`config.mk`:
```
export PLATFORM = sky130hd
export DESIGN_NAME = mem_port_arbiter_flat
export DESIGN_NICKNAME = d
export VERILOG_FILES = /design/src/rtl/mem_port_arbiter_pkg.sv /design/src/rtl/mem_port_arbiter_if.sv /design/src/rtl/mem_port_arbiter_pick.sv /design/src/rtl/mem_port_arbiter.sv /design/src/flat_wrapper.sv
export SDC_FILE = /design/constraint.sdc
export NUM_CORES = 1
export LEC_CHECK = 0
export ABC_AREA = 1
export CORE_MARGIN = 5
export CORE_UTILIZATION = 28
export DETAILED_ROUTE_END_ITERATION = 10
export SLEW_MARGIN = 20
export SYNTH_ARGS = -nofsm -noshare
export SYNTH_HDL_FRONTEND = slang
export SYNTH_HIERARCHICAL = 1
export SYNTH_SLANG_ARGS = --single-unit
export TNS_END_PERCENT = 20
```
`constraint.sdc`:
```
create_clock -name clk -period 1.7 [get_ports clk]
set_input_delay 0.17 -clock clk [delete_from_list [all_inputs] [get_ports clk]]
set_output_delay 0.17 -clock clk [all_outputs]
set_load 0.03 [all_outputs]
```
`src/rtl/mem_port_arbiter_pkg.sv`:
```
// mem_arb_pkg: shared types for the unified-memory port arbiter.
//   state_t - arbiter FSM states (IDLE / ISSUE / WAIT / RESP)
//   REQ_IF  - owner code for the instruction-fetch requester
//   REQ_D   - owner code for the data load/store requester
package mem_arb_pkg;

    typedef enum logic [1:0] {
        IDLE  = 2'd0,
        ISSUE = 2'd1,
        WAIT  = 2'd2,
        RESP  = 2'd3
    } state_t;

    localparam logic REQ_IF = 1'b0;
    localparam logic REQ_D  = 1'b1;

endpackage

```
`src/rtl/mem_port_arbiter_if.sv`:
```
// mem_port_arbiter_if: bundles the two requester handshakes and the memory
// port of the arbiter.
//   IF side : if_req, if_addr -> if_gnt, if_rvalid, if_rdata
//   D side  : d_req, d_we, d_addr, d_wdata -> d_gnt, d_rvalid, d_rdata
//   memory  : mem_en, mem_we, mem_addr, mem_wdata <- mem_rdata
//   status  : busy
// Modport slave is the arbiter's view; master is the surrounding
// core/memory view.
interface mem_port_arbiter_if #(
    parameter int ADDR_W = 8,
    parameter int DATA_W = 16
) ();

    logic              if_req;
    logic [ADDR_W-1:0] if_addr;
    logic              if_gnt;
    logic              if_rvalid;
    logic [DATA_W-1:0] if_rdata;

    logic              d_req;
    logic              d_we;
    logic [ADDR_W-1:0] d_addr;
    logic [DATA_W-1:0] d_wdata;
    logic              d_gnt;
    logic              d_rvalid;
    logic [DATA_W-1:0] d_rdata;

    logic              mem_en;
    logic              mem_we;
    logic [ADDR_W-1:0] mem_addr;
    logic [DATA_W-1:0] mem_wdata;
    logic [DATA_W-1:0] mem_rdata;

    logic              busy;

    modport slave (
        input  if_req, if_addr, d_req, d_we, d_addr, d_wdata, mem_rdata,
        output if_gnt, if_rvalid, if_rdata, d_gnt, d_rvalid, d_rdata,
               mem_en, mem_we, mem_addr, mem_wdata, busy
    );

    modport master (
        output if_req, if_addr, d_req, d_we, d_addr, d_wdata, mem_rdata,
        input  if_gnt, if_rvalid, if_rdata, d_gnt, d_rvalid, d_rdata,
               mem_en, mem_we, mem_addr, mem_wdata, busy
    );

endinterface

```
`src/rtl/mem_port_arbiter_pick.sv`:
```
// mem_arb_pick: combinational winner selection for the memory port arbiter.
// Ports:
//   if_req, d_req - live request lines
//   starve_cnt    - consecutive IF losses (fixed-priority mode)
//   last_grant    - owner of the previous grant (round-robin mode)
//   winner        - REQ_IF or REQ_D
//   valid         - at least one request present
// Build option MEM_ARB_RR_EN: defined -> round-robin between the two
// requesters; undefined -> D has priority, IF is forced through once it
// has lost STARVE_MAX arbitrations in a row.
module mem_arb_pick #(
    parameter int STARVE_MAX = 4,
    parameter int CNT_W      = 3
) (
    input  logic             if_req,
    input  logic             d_req,
    input  logic [CNT_W-1:0] starve_cnt,
    input  logic             last_grant,
    output logic             winner,
    output logic             valid
);
    import mem_arb_pkg::*;

    assign valid = if_req | d_req;

`ifdef MEM_ARB_RR_EN
    // Starvation counter has no role when the grant alternates.
    logic unused_starve;
    assign unused_starve = ^starve_cnt;

    always_comb begin
        winner = REQ_D;
        if (if_req && d_req) begin
            winner = ~last_grant;   // whoever did not win last time
        end else if (if_req) begin
            winner = REQ_IF;
        end
    end
`else
    logic unused_last;
    assign unused_last = last_grant;

    always_comb begin
        winner = REQ_D;
        if (if_req && (!d_req || (starve_cnt >= CNT_W'(STARVE_MAX)))) begin
            winner = REQ_IF;
        end
    end
`endif

endmodule

```
`src/rtl/mem_port_arbiter.sv`:
```
// mem_port_arbiter: shares one single-port memory between instruction fetch
// (IF) and data load/store (D). One access at a time; all memory-port and
// requester outputs are registered.
// Ports:
//   clk  - clock
//   rst  - synchronous active-low reset
//   bus  - mem_port_arbiter_if.slave (requester handshakes, memory port, busy)
// Build option MEM_ARB_RR_EN selects round-robin instead of fixed priority
// with starvation guard (see mem_arb_pick).
// Sequence per access: IDLE (arbitrate) -> ISSUE (gnt + mem_en) ->
// [read only] WAIT x MEM_LAT -> RESP (rvalid) -> IDLE.
module mem_port_arbiter #(
    parameter int ADDR_W     = 8,
    parameter int DATA_W     = 16,
    parameter int MEM_LAT    = 2,
    parameter int STARVE_MAX = 4
) (
    input  logic                clk,
    input  logic                rst,
    mem_port_arbiter_if.slave   bus
);
    import mem_arb_pkg::*;

    localparam int CNT_W  = $clog2(STARVE_MAX + 1);
    localparam int WAIT_W = $clog2(MEM_LAT + 1);

    state_t              state_reg;
    logic                owner_reg;
    logic                last_grant_reg;
    logic                we_reg;
    logic [ADDR_W-1:0]   addr_reg;
    logic [DATA_W-1:0]   wdata_reg;
    logic [CNT_W-1:0]    starve_cnt_reg;
    logic [WAIT_W-1:0]   wait_cnt_reg;

    logic                if_gnt_reg;
    logic                d_gnt_reg;
    logic                if_rvalid_reg;
    logic                d_rvalid_reg;
    logic [DATA_W-1:0]   if_rdata_reg;
    logic [DATA_W-1:0]   d_rdata_reg;
    logic                mem_en_reg;
    logic                mem_we_reg;
    logic                busy_reg;

    logic                pick_winner;
    logic                pick_valid;

    mem_arb_pick #(
        .STARVE_MAX (STARVE_MAX),
        .CNT_W      (CNT_W)
    ) u_pick (
        .if_req     (bus.if_req),
        .d_req      (bus.d_req),
        .starve_cnt (starve_cnt_reg),
        .last_grant (last_grant_reg),
        .winner     (pick_winner),
        .valid      (pick_valid)
    );

    always_ff @(posedge clk) begin
        if (!rst) begin
            state_reg      <= IDLE;
            owner_reg      <= REQ_IF;
            last_grant_reg <= REQ_IF;
            we_reg         <= 1'b0;
            addr_reg       <= '0;
            wdata_reg      <= '0;
            starve_cnt_reg <= '0;
            wait_cnt_reg   <= '0;
            if_gnt_reg     <= 1'b0;
            d_gnt_reg      <= 1'b0;
            if_rvalid_reg  <= 1'b0;
            d_rvalid_reg   <= 1'b0;
            if_rdata_reg   <= '0;
            d_rdata_reg    <= '0;
            mem_en_reg     <= 1'b0;
            mem_we_reg     <= 1'b0;
            busy_reg       <= 1'b0;
        end else begin
            // Single-cycle pulses default low; the state that needs them
            // raises them for exactly one cycle.
            if_gnt_reg    <= 1'b0;
            d_gnt_reg     <= 1'b0;
            if_rvalid_reg <= 1'b0;
            d_rvalid_reg  <= 1'b0;
            mem_en_reg    <= 1'b0;
            mem_we_reg    <= 1'b0;

            case (state_reg)
                IDLE: begin
                    // A lone D request, or IF idle, means IF is not being
                    // starved right now.
                    if (!bus.if_req) begin
                        starve_cnt_reg <= '0;
                    end else if (pick_valid) begin
                        if (pick_winner == REQ_IF) begin
                            starve_cnt_reg <= '0;
                        end else if (starve_cnt_reg < CNT_W'(STARVE_MAX)) begin
                            starve_cnt_reg <= starve_cnt_reg + 1'b1;
                        end
                    end

                    if (pick_valid) begin
                        owner_reg      <= pick_winner;
                        last_grant_reg <= pick_winner;
                        mem_en_reg     <= 1'b1;
                        busy_reg       <= 1'b1;
                        state_reg      <= ISSUE;
                        if (pick_winner == REQ_D) begin
                            we_reg     <= bus.d_we;
                            addr_reg   <= bus.d_addr;
                            wdata_reg  <= bus.d_wdata;
                            mem_we_reg <= bus.d_we;
                            d_gnt_reg  <= 1'b1;
                        end else begin
                            we_reg     <= 1'b0;     // fetch is read-only
                            addr_reg   <= bus.if_addr;
                            wdata_reg  <= '0;
                            if_gnt_reg <= 1'b1;
                        end
                    end
                end

                ISSUE: begin
                    if (we_reg) begin
                        state_reg <= IDLE;
                        busy_reg  <= 1'b0;
                    end else begin
                        state_reg    <= WAIT;
                        wait_cnt_reg <= WAIT_W'(MEM_LAT);
                    end
                end

                WAIT: begin
                    if (wait_cnt_reg == WAIT_W'(1)) begin
                        // Last wait cycle: read data is valid on the port.
                        if (owner_reg == REQ_IF) begin
                            if_rdata_reg  <= bus.mem_rdata;
                            if_rvalid_reg <= 1'b1;
                        end else begin
                            d_rdata_reg   <= bus.mem_rdata;
                            d_rvalid_reg  <= 1'b1;
                        end
                        state_reg <= RESP;
                    end else begin
                        wait_cnt_reg <= wait_cnt_reg - 1'b1;
                    end
                end

                RESP: begin
                    state_reg <= IDLE;
                    busy_reg  <= 1'b0;
                end

                default: begin
                    state_reg <= IDLE;
                    busy_reg  <= 1'b0;
                end
            endcase
        end
    end

    assign bus.if_gnt    = if_gnt_reg;
    assign bus.d_gnt     = d_gnt_reg;
    assign bus.if_rvalid = if_rvalid_reg;
    assign bus.d_rvalid  = d_rvalid_reg;
    assign bus.if_rdata  = if_rdata_reg;
    assign bus.d_rdata   = d_rdata_reg;
    assign bus.mem_en    = mem_en_reg;
    assign bus.mem_we    = mem_we_reg;
    // Address/write data are the latched request registers themselves.
    assign bus.mem_addr  = addr_reg;
    assign bus.mem_wdata = wdata_reg;
    assign bus.busy      = busy_reg;

endmodule
```
`src/flat_wrapper.sv`:
```
// flat-port wrapper written by rule: the top's interface ports become plain ports
module mem_port_arbiter_flat import mem_arb_pkg::*;
#(
    parameter int ADDR_W     = 8,
    parameter int DATA_W     = 16,
    parameter int MEM_LAT    = 2,
    parameter int STARVE_MAX = 4
)
  (clk, rst, bus_if_req, bus_if_addr, bus_d_req, bus_d_we, bus_d_addr, bus_d_wdata, bus_mem_rdata, bus_if_gnt, bus_if_rvalid, bus_if_rdata, bus_d_gnt, bus_d_rvalid, bus_d_rdata, bus_mem_en, bus_mem_we, bus_mem_addr, bus_mem_wdata, bus_busy);
  mem_port_arbiter_if #(.ADDR_W(ADDR_W), .DATA_W(DATA_W)) bus_i ();
  input  logic clk;
  input  logic rst;
  input wire logic [$bits(bus_i.if_req)-1:0] bus_if_req;
  input wire logic [$bits(bus_i.if_addr)-1:0] bus_if_addr;
  input wire logic [$bits(bus_i.d_req)-1:0] bus_d_req;
  input wire logic [$bits(bus_i.d_we)-1:0] bus_d_we;
  input wire logic [$bits(bus_i.d_addr)-1:0] bus_d_addr;
  input wire logic [$bits(bus_i.d_wdata)-1:0] bus_d_wdata;
  input wire logic [$bits(bus_i.mem_rdata)-1:0] bus_mem_rdata;
  output wire logic [$bits(bus_i.if_gnt)-1:0] bus_if_gnt;
  output wire logic [$bits(bus_i.if_rvalid)-1:0] bus_if_rvalid;
  output wire logic [$bits(bus_i.if_rdata)-1:0] bus_if_rdata;
  output wire logic [$bits(bus_i.d_gnt)-1:0] bus_d_gnt;
  output wire logic [$bits(bus_i.d_rvalid)-1:0] bus_d_rvalid;
  output wire logic [$bits(bus_i.d_rdata)-1:0] bus_d_rdata;
  output wire logic [$bits(bus_i.mem_en)-1:0] bus_mem_en;
  output wire logic [$bits(bus_i.mem_we)-1:0] bus_mem_we;
  output wire logic [$bits(bus_i.mem_addr)-1:0] bus_mem_addr;
  output wire logic [$bits(bus_i.mem_wdata)-1:0] bus_mem_wdata;
  output wire logic [$bits(bus_i.busy)-1:0] bus_busy;
  assign bus_i.if_req = bus_if_req;
  assign bus_i.if_addr = bus_if_addr;
  assign bus_i.d_req = bus_d_req;
  assign bus_i.d_we = bus_d_we;
  assign bus_i.d_addr = bus_d_addr;
  assign bus_i.d_wdata = bus_d_wdata;
  assign bus_i.mem_rdata = bus_mem_rdata;
  assign bus_if_gnt = bus_i.if_gnt;
  assign bus_if_rvalid = bus_i.if_rvalid;
  assign bus_if_rdata = bus_i.if_rdata;
  assign bus_d_gnt = bus_i.d_gnt;
  assign bus_d_rvalid = bus_i.d_rvalid;
  assign bus_d_rdata = bus_i.d_rdata;
  assign bus_mem_en = bus_i.mem_en;
  assign bus_mem_we = bus_i.mem_we;
  assign bus_mem_addr = bus_i.mem_addr;
  assign bus_mem_wdata = bus_i.mem_wdata;
  assign bus_busy = bus_i.busy;
  mem_port_arbiter #(.ADDR_W(ADDR_W), .DATA_W(DATA_W), .MEM_LAT(MEM_LAT), .STARVE_MAX(STARVE_MAX)) u_core (.clk(clk), .rst(rst), .bus(bus_i));
endmodule
```
-- Word level (Yosys, flattened, before mapping)
Cells that the tools add are included.
- muxes and demuxes: 22
- order comparisons: 2
- reduce and logical (&&, ||, !) cells: 16
- equal/unequal tests: 11
- bitwise logic cells: 2
- add/subtract/negate cells: 2
- operator list (cell ; count):
    $reduce_and 3->1 ; 7
    $mux 16 ; 1
    $mux 3 ; 4
    $mux 2 ; 5
    $mux 1 ; 8
    $mux 8 ; 1
    $ne 2x1->1 const B ; 4
    $pmux 2 s4 ; 1
    $reduce_and 2->1 ; 3
    $eq 2x1->1 const B ; 2
    $eq 2x2->1 const B ; 2
    $ne 2x2->1 const B ; 2
    $pmux 2 s2 ; 1
    $add 3x1->3 const B ; 1
    $ge 3x3->1 const B ; 1
    $lt 3x3->1 const B ; 1
    $ne 3x1->1 const B ; 1
    $pmux 1 s3 ; 1
    $reduce_bool 3->1 ; 1
    $logic_not 2->1 ; 1
    $reduce_bool 2->1 ; 1
    $sub 2x1->2 const B ; 1
    $logic_and 1x1->1 ; 1
    $logic_not 1->1 ; 1
    3 further kinds ; 3
- bits of input ports: 53
- output and inout port bits: 63
- word-level logic and storage cells: 71
- register bits after elaboration: 72

-- Depth between registers and ports, before layout
- word-level depth: 6
- gate-level depth with buffers: 9
- gate-level depth less buffers: 8

-- Modules after synthesis
Netlist, hierarchy kept.
- by module, submodules not included (module ; sequential area each (um^2) ; area each (um^2) ; instances ; cells an instance):
    mem_port_arbiter ; 1441.4 ; 2959.1 ; 1 ; 424
    mem_arb_pick ; 0.0 ; 17.5 ; 1 ; 4

-- Worst setup path after synthesis
No wires, ideal clock.
- kind: register -> register
- from: register u_core.wait_cnt_reg[0]
- to: register u_core.if_rdata_reg[10], in the netlist u_core/bus.if_rdata[10]
- stages on the path, launching flop included: 8
- buffers on the path: 2
- setup time: 64 ps
- arrival time: 1321 ps
- path slack: 315 ps
- clock period less this slack: 1385 ps
- path through: dfxtp_1 -> ha_1 -> buf_2 -> inv_1 -> nor3_4 -> buf_4 -> nor2_1 -> nor2_1
- word-level cells in the longest chain between the ends: 2
- RTL lines (element ; line ; source):
    start: declaration ; mem_port_arbiter.sv:34 ; logic [WAIT_W-1:0] wait_cnt_reg;
    start signal: assignment ; mem_port_arbiter.sv:131 ; wait_cnt_reg <= WAIT_W'(MEM_LAT);
    start signal: assignment ; mem_port_arbiter.sv:147 ; wait_cnt_reg <= wait_cnt_reg - 1'b1;
    $eq 2x1->1 ; mem_port_arbiter.sv:136 ; if (wait_cnt_reg == WAIT_W'(1)) begin
    $reduce_and 3->1 (no line) ; n/a ;
    end signal: assignment ; mem_port_arbiter.sv:139 ; if_rdata_reg <= bus.mem_rdata;
    end: declaration ; mem_port_arbiter.sv:40 ; logic [DATA_W-1:0] if_rdata_reg;
No other way between the ends.
A chain may end at the register's enable or synchronous reset.

-- Final worst setup path
- from: register u_core.if_rdata_reg[15], in the netlist u_core/bus.if_rdata[15]
- to: output port bus_if_rdata[15]
- RTL lines (element ; line ; source):
    end: declaration ; flat_wrapper.sv:22 ; output wire logic [$bits(bus_i.if_rdata)-1:0] bus_if_rdata;
No word-level cell between the ends.

==> results.py <==
metrics = {
    "routing": {
        "ant_nets": 0,
        "wl_per_cell_um": 11.91,
        "viasPerCell": 4.324,
        "drc_errors": 0,
        "drt_iter0_drc": 122,
        "wirelength_um": 8158,
        "first_pass_iters": 4,
        "via_count": 2962,
    },
    "timing": {
        "min_period_ns": 1.551,
        "timing.hold.ws_ns": 0.2554,
        "fin_setup_tns_ns": 0,
        "hold_viol_final": 0,
        "fmax_mhz": 644.8,
        "finClkSkew_ns": 0.01157,
        "worstMarginPinSlew_ns": 0.5481,
        "setup_viol": 0,
        "grt_setup_unrepaired": "no",
        "period_share_pct": 91.22,
        "maxSlewHeadroom_pct": 63.42,
        "drv_slew": 0,
    },
    "global_routing": {
        "track_usage_pct": 12.97,
        "grt_pass1_wl_um": 13770,
        "grt.overflow.total": 0,
        "antenna_found_initial": 0,
        "grt_pass1_vias": 2949,
        "grt_max_degree": 41,
    },
    "finish": {
        "nNetsFinal": 600,
        "area_growth_pct": 52.37,
        "final_area_mm2": 0.004536,
        "antenna_cells": 0,
        "drive_gt1_share_pct": 7.104,
    },
    "power_and_ir_drop": {
        "seq_power_share_pct": 42.4,
        "power_frac_comb_pct": 21.9,
        "switchingPower_mw": 1.278,
        "peakVddDrop_mv": 0.4204,
        "sw_frac_of_total_pct": 28.65,
        "internal_power_mw": 3.183,
        "p_per_area_mw_per_mm2": 983.5,
        "p_leak_nw": 2.063,
        "power_frac_clock_pct": 35.7,
    },
    "clock_tree": {
        "cts_buffers": 9,
        "cts.clk_slew.worst_paths_ns": 0.07,
        "cts_tree": "done",
        "htree_levels": 3,
        "ctsHoldBuffers": 0,
        "cts-root-buf": "clkbuf_8",
        "post-cts-setup-buffers": 0,
        "cts-resized-gates": 0,
        "worst_skew_pair.late_latency_ns": 0.34,
        "cts.sinks": 72,
        "cts.path.max_buffers": 2,
    },
    "yosys": {
        "syn_avg_cell_area_um2": 6.955,
        "syn_nets": 483,
        "yosysMostFrequentCell": "nand2_1",
        "seq_area_frac_synth_pct": 48.42,
        "synth_top_area_share_pct": 48.42,
        "synth_common_cells": "105 x nand2_1, 94 x nor2_1, 72 x dfxtp_1",
        "synth_warnings": 6,
        "yosysTopAreaCell": "dfxtp_1",
        "synth_ff_type": "dfxtp_1",
        "synth-seq-cells": 72,
        "syn_area_mm2": 0.002977,
        "async_reset_ff_share_pct": 0,
        "synth_cells": 428,
        "synthTopCellsByArea": "dfxtp_1 48%, nand2_1 13%, nor2_1 12%, nand3_1 6.9%, inv_1 5.9%",
        "synth-edff-count": 0,
        "ys_types": 22,
    },
    "setup_path": {
        "critPathMaxStageDelay_ns": 0.68,
        "crit_path_end_kind": "output port",
        "cp-start-kind": "flip-flop",
        "crit_cells": 1,
        "cp.arrival_ns": 1.38,
        "critical_path_class": "reg2out",
        "crit_required_ns": 1.53,
        "path_delay_family": "buffers and inverters",
        "slowest_stage": "clkdlybuf4s50_1",
        "path_max_fanout": 2,
        "cp_num_buf_inv": 1,
        "reg2reg_depth": 6,
        "path_cells": "clkdlybuf4s50_1",
    },
    "flow_run": {
        "cap_violations": 0,
    },
    "hold_path": {
        "min_path_type": "in2reg",
        "whs_path_depth": 3,
    },
    "floorplanning": {
        "pin_count": 116,
        "die_y_um": 113.1,
        "start_util_pct": 28.70,
        "dieWidth_um": 113.1,
        "dieArea_mm2": 0.01279,
        "fp-row-count": 37,
        "core_mm2": 0.01037,
    },
    "status": {
        "status": "completed",
    },
    "placed_design": {
        "gp_congestion": 0.7951,
        "port_buffers": 115,
        "dp_hpwl_um": 6049,
        "dpl_cell_area_mm2": 0.004302,
    },
}
## cells by family after synthesis
logic type	synth area share [%]
buffers and inverters	9.710
and+or+nand+nor	38.67
AOI/OAI and AO/OA	2.354
DFF	48.42
adders and majority gates	0.8406
## stage by stage
step	setup slack, ns	utilization (%)	cells	power (mW)
finish	0.1492	43.74	685	4.461
global route	0.07273	43.74	685	4.702
CTS	0.1133	43.74	685	4.530
detailed placement	0.1310	41.48	670	2.906
global placement	0.1531	41.48	670	2.898
floorplan	0.3153	-	428	2.474
## routing by layer
metal	global-route usage, %	up-vias	part of all wire, %
li1	-	1556	-
met1	17.18	1274	48
met2	19.08	127	41
met3	5.829	5	11
met4	3.686	0	0.54
met5	0	-	0
## layout by cell type, fill, tap and decap left out
master,count
ha_1,2
nand3_1,41
o21ai_1,3
buf_12,1
or2_1,1
clkinvlp_4,1
a21oi_1,3
inv_1,47
o21ai_0,8
dfxtp_1,72
inv_2,3
clkinv_4,1
nand2_1,105
nor2_4,2
nand3_2,1
nor3_4,1
nor2_1,94
nor4_1,1
nor2_2,1
clkbuf_8,9
bufinv_16,3
clkdlybuf4s50_1,114
buf_2,1
nand2_2,3
clkbuf_1,1
nand4_1,18
buf_4,12
## power by group through the flow
stage	logic [mW]	clock network (mW)	registers (mW)
2_1_floorplan	0.382	0	2.09
3_3_place_gp	0.970	0	1.93
3_5_place_dp	0.979	0	1.93
4_1_cts	0.983	1.66	1.89
5_1_grt	1.07	1.72	1.91
6_report	0.976	1.59	1.89
## layout make-up
| class | count | area (um2) |
|---|---|---|
| fillers | 1040 | 5834 |
| flip-flops and latches | 72 | 1441 |
| repair buffers | 128 | 1256 |
| multi-input cells | 284 | 1246 |
| inverters | 50 | 187.7 |
| well taps | 136 | 170.2 |
| clock buffers | 10 | 127.6 |
| clock inverters | 5 | 106.4 |
## path summary, 6_finish.rpt
path / end / slack, ns / start
max reg2reg: u_core/bus.if_rdata[0] / 0.29 / u_core/wait_cnt_reg[0]
min: u_core/bus.mem_addr[1] / 0.26 / rst
min reg2reg: u_core/bus.mem_wdata[9] / 0.47 / u_core/bus.mem_wdata[9]
max: bus_if_rdata[15] / 0.15 / u_core/bus.if_rdata[15]
Power figures use the tool's default switching activity.
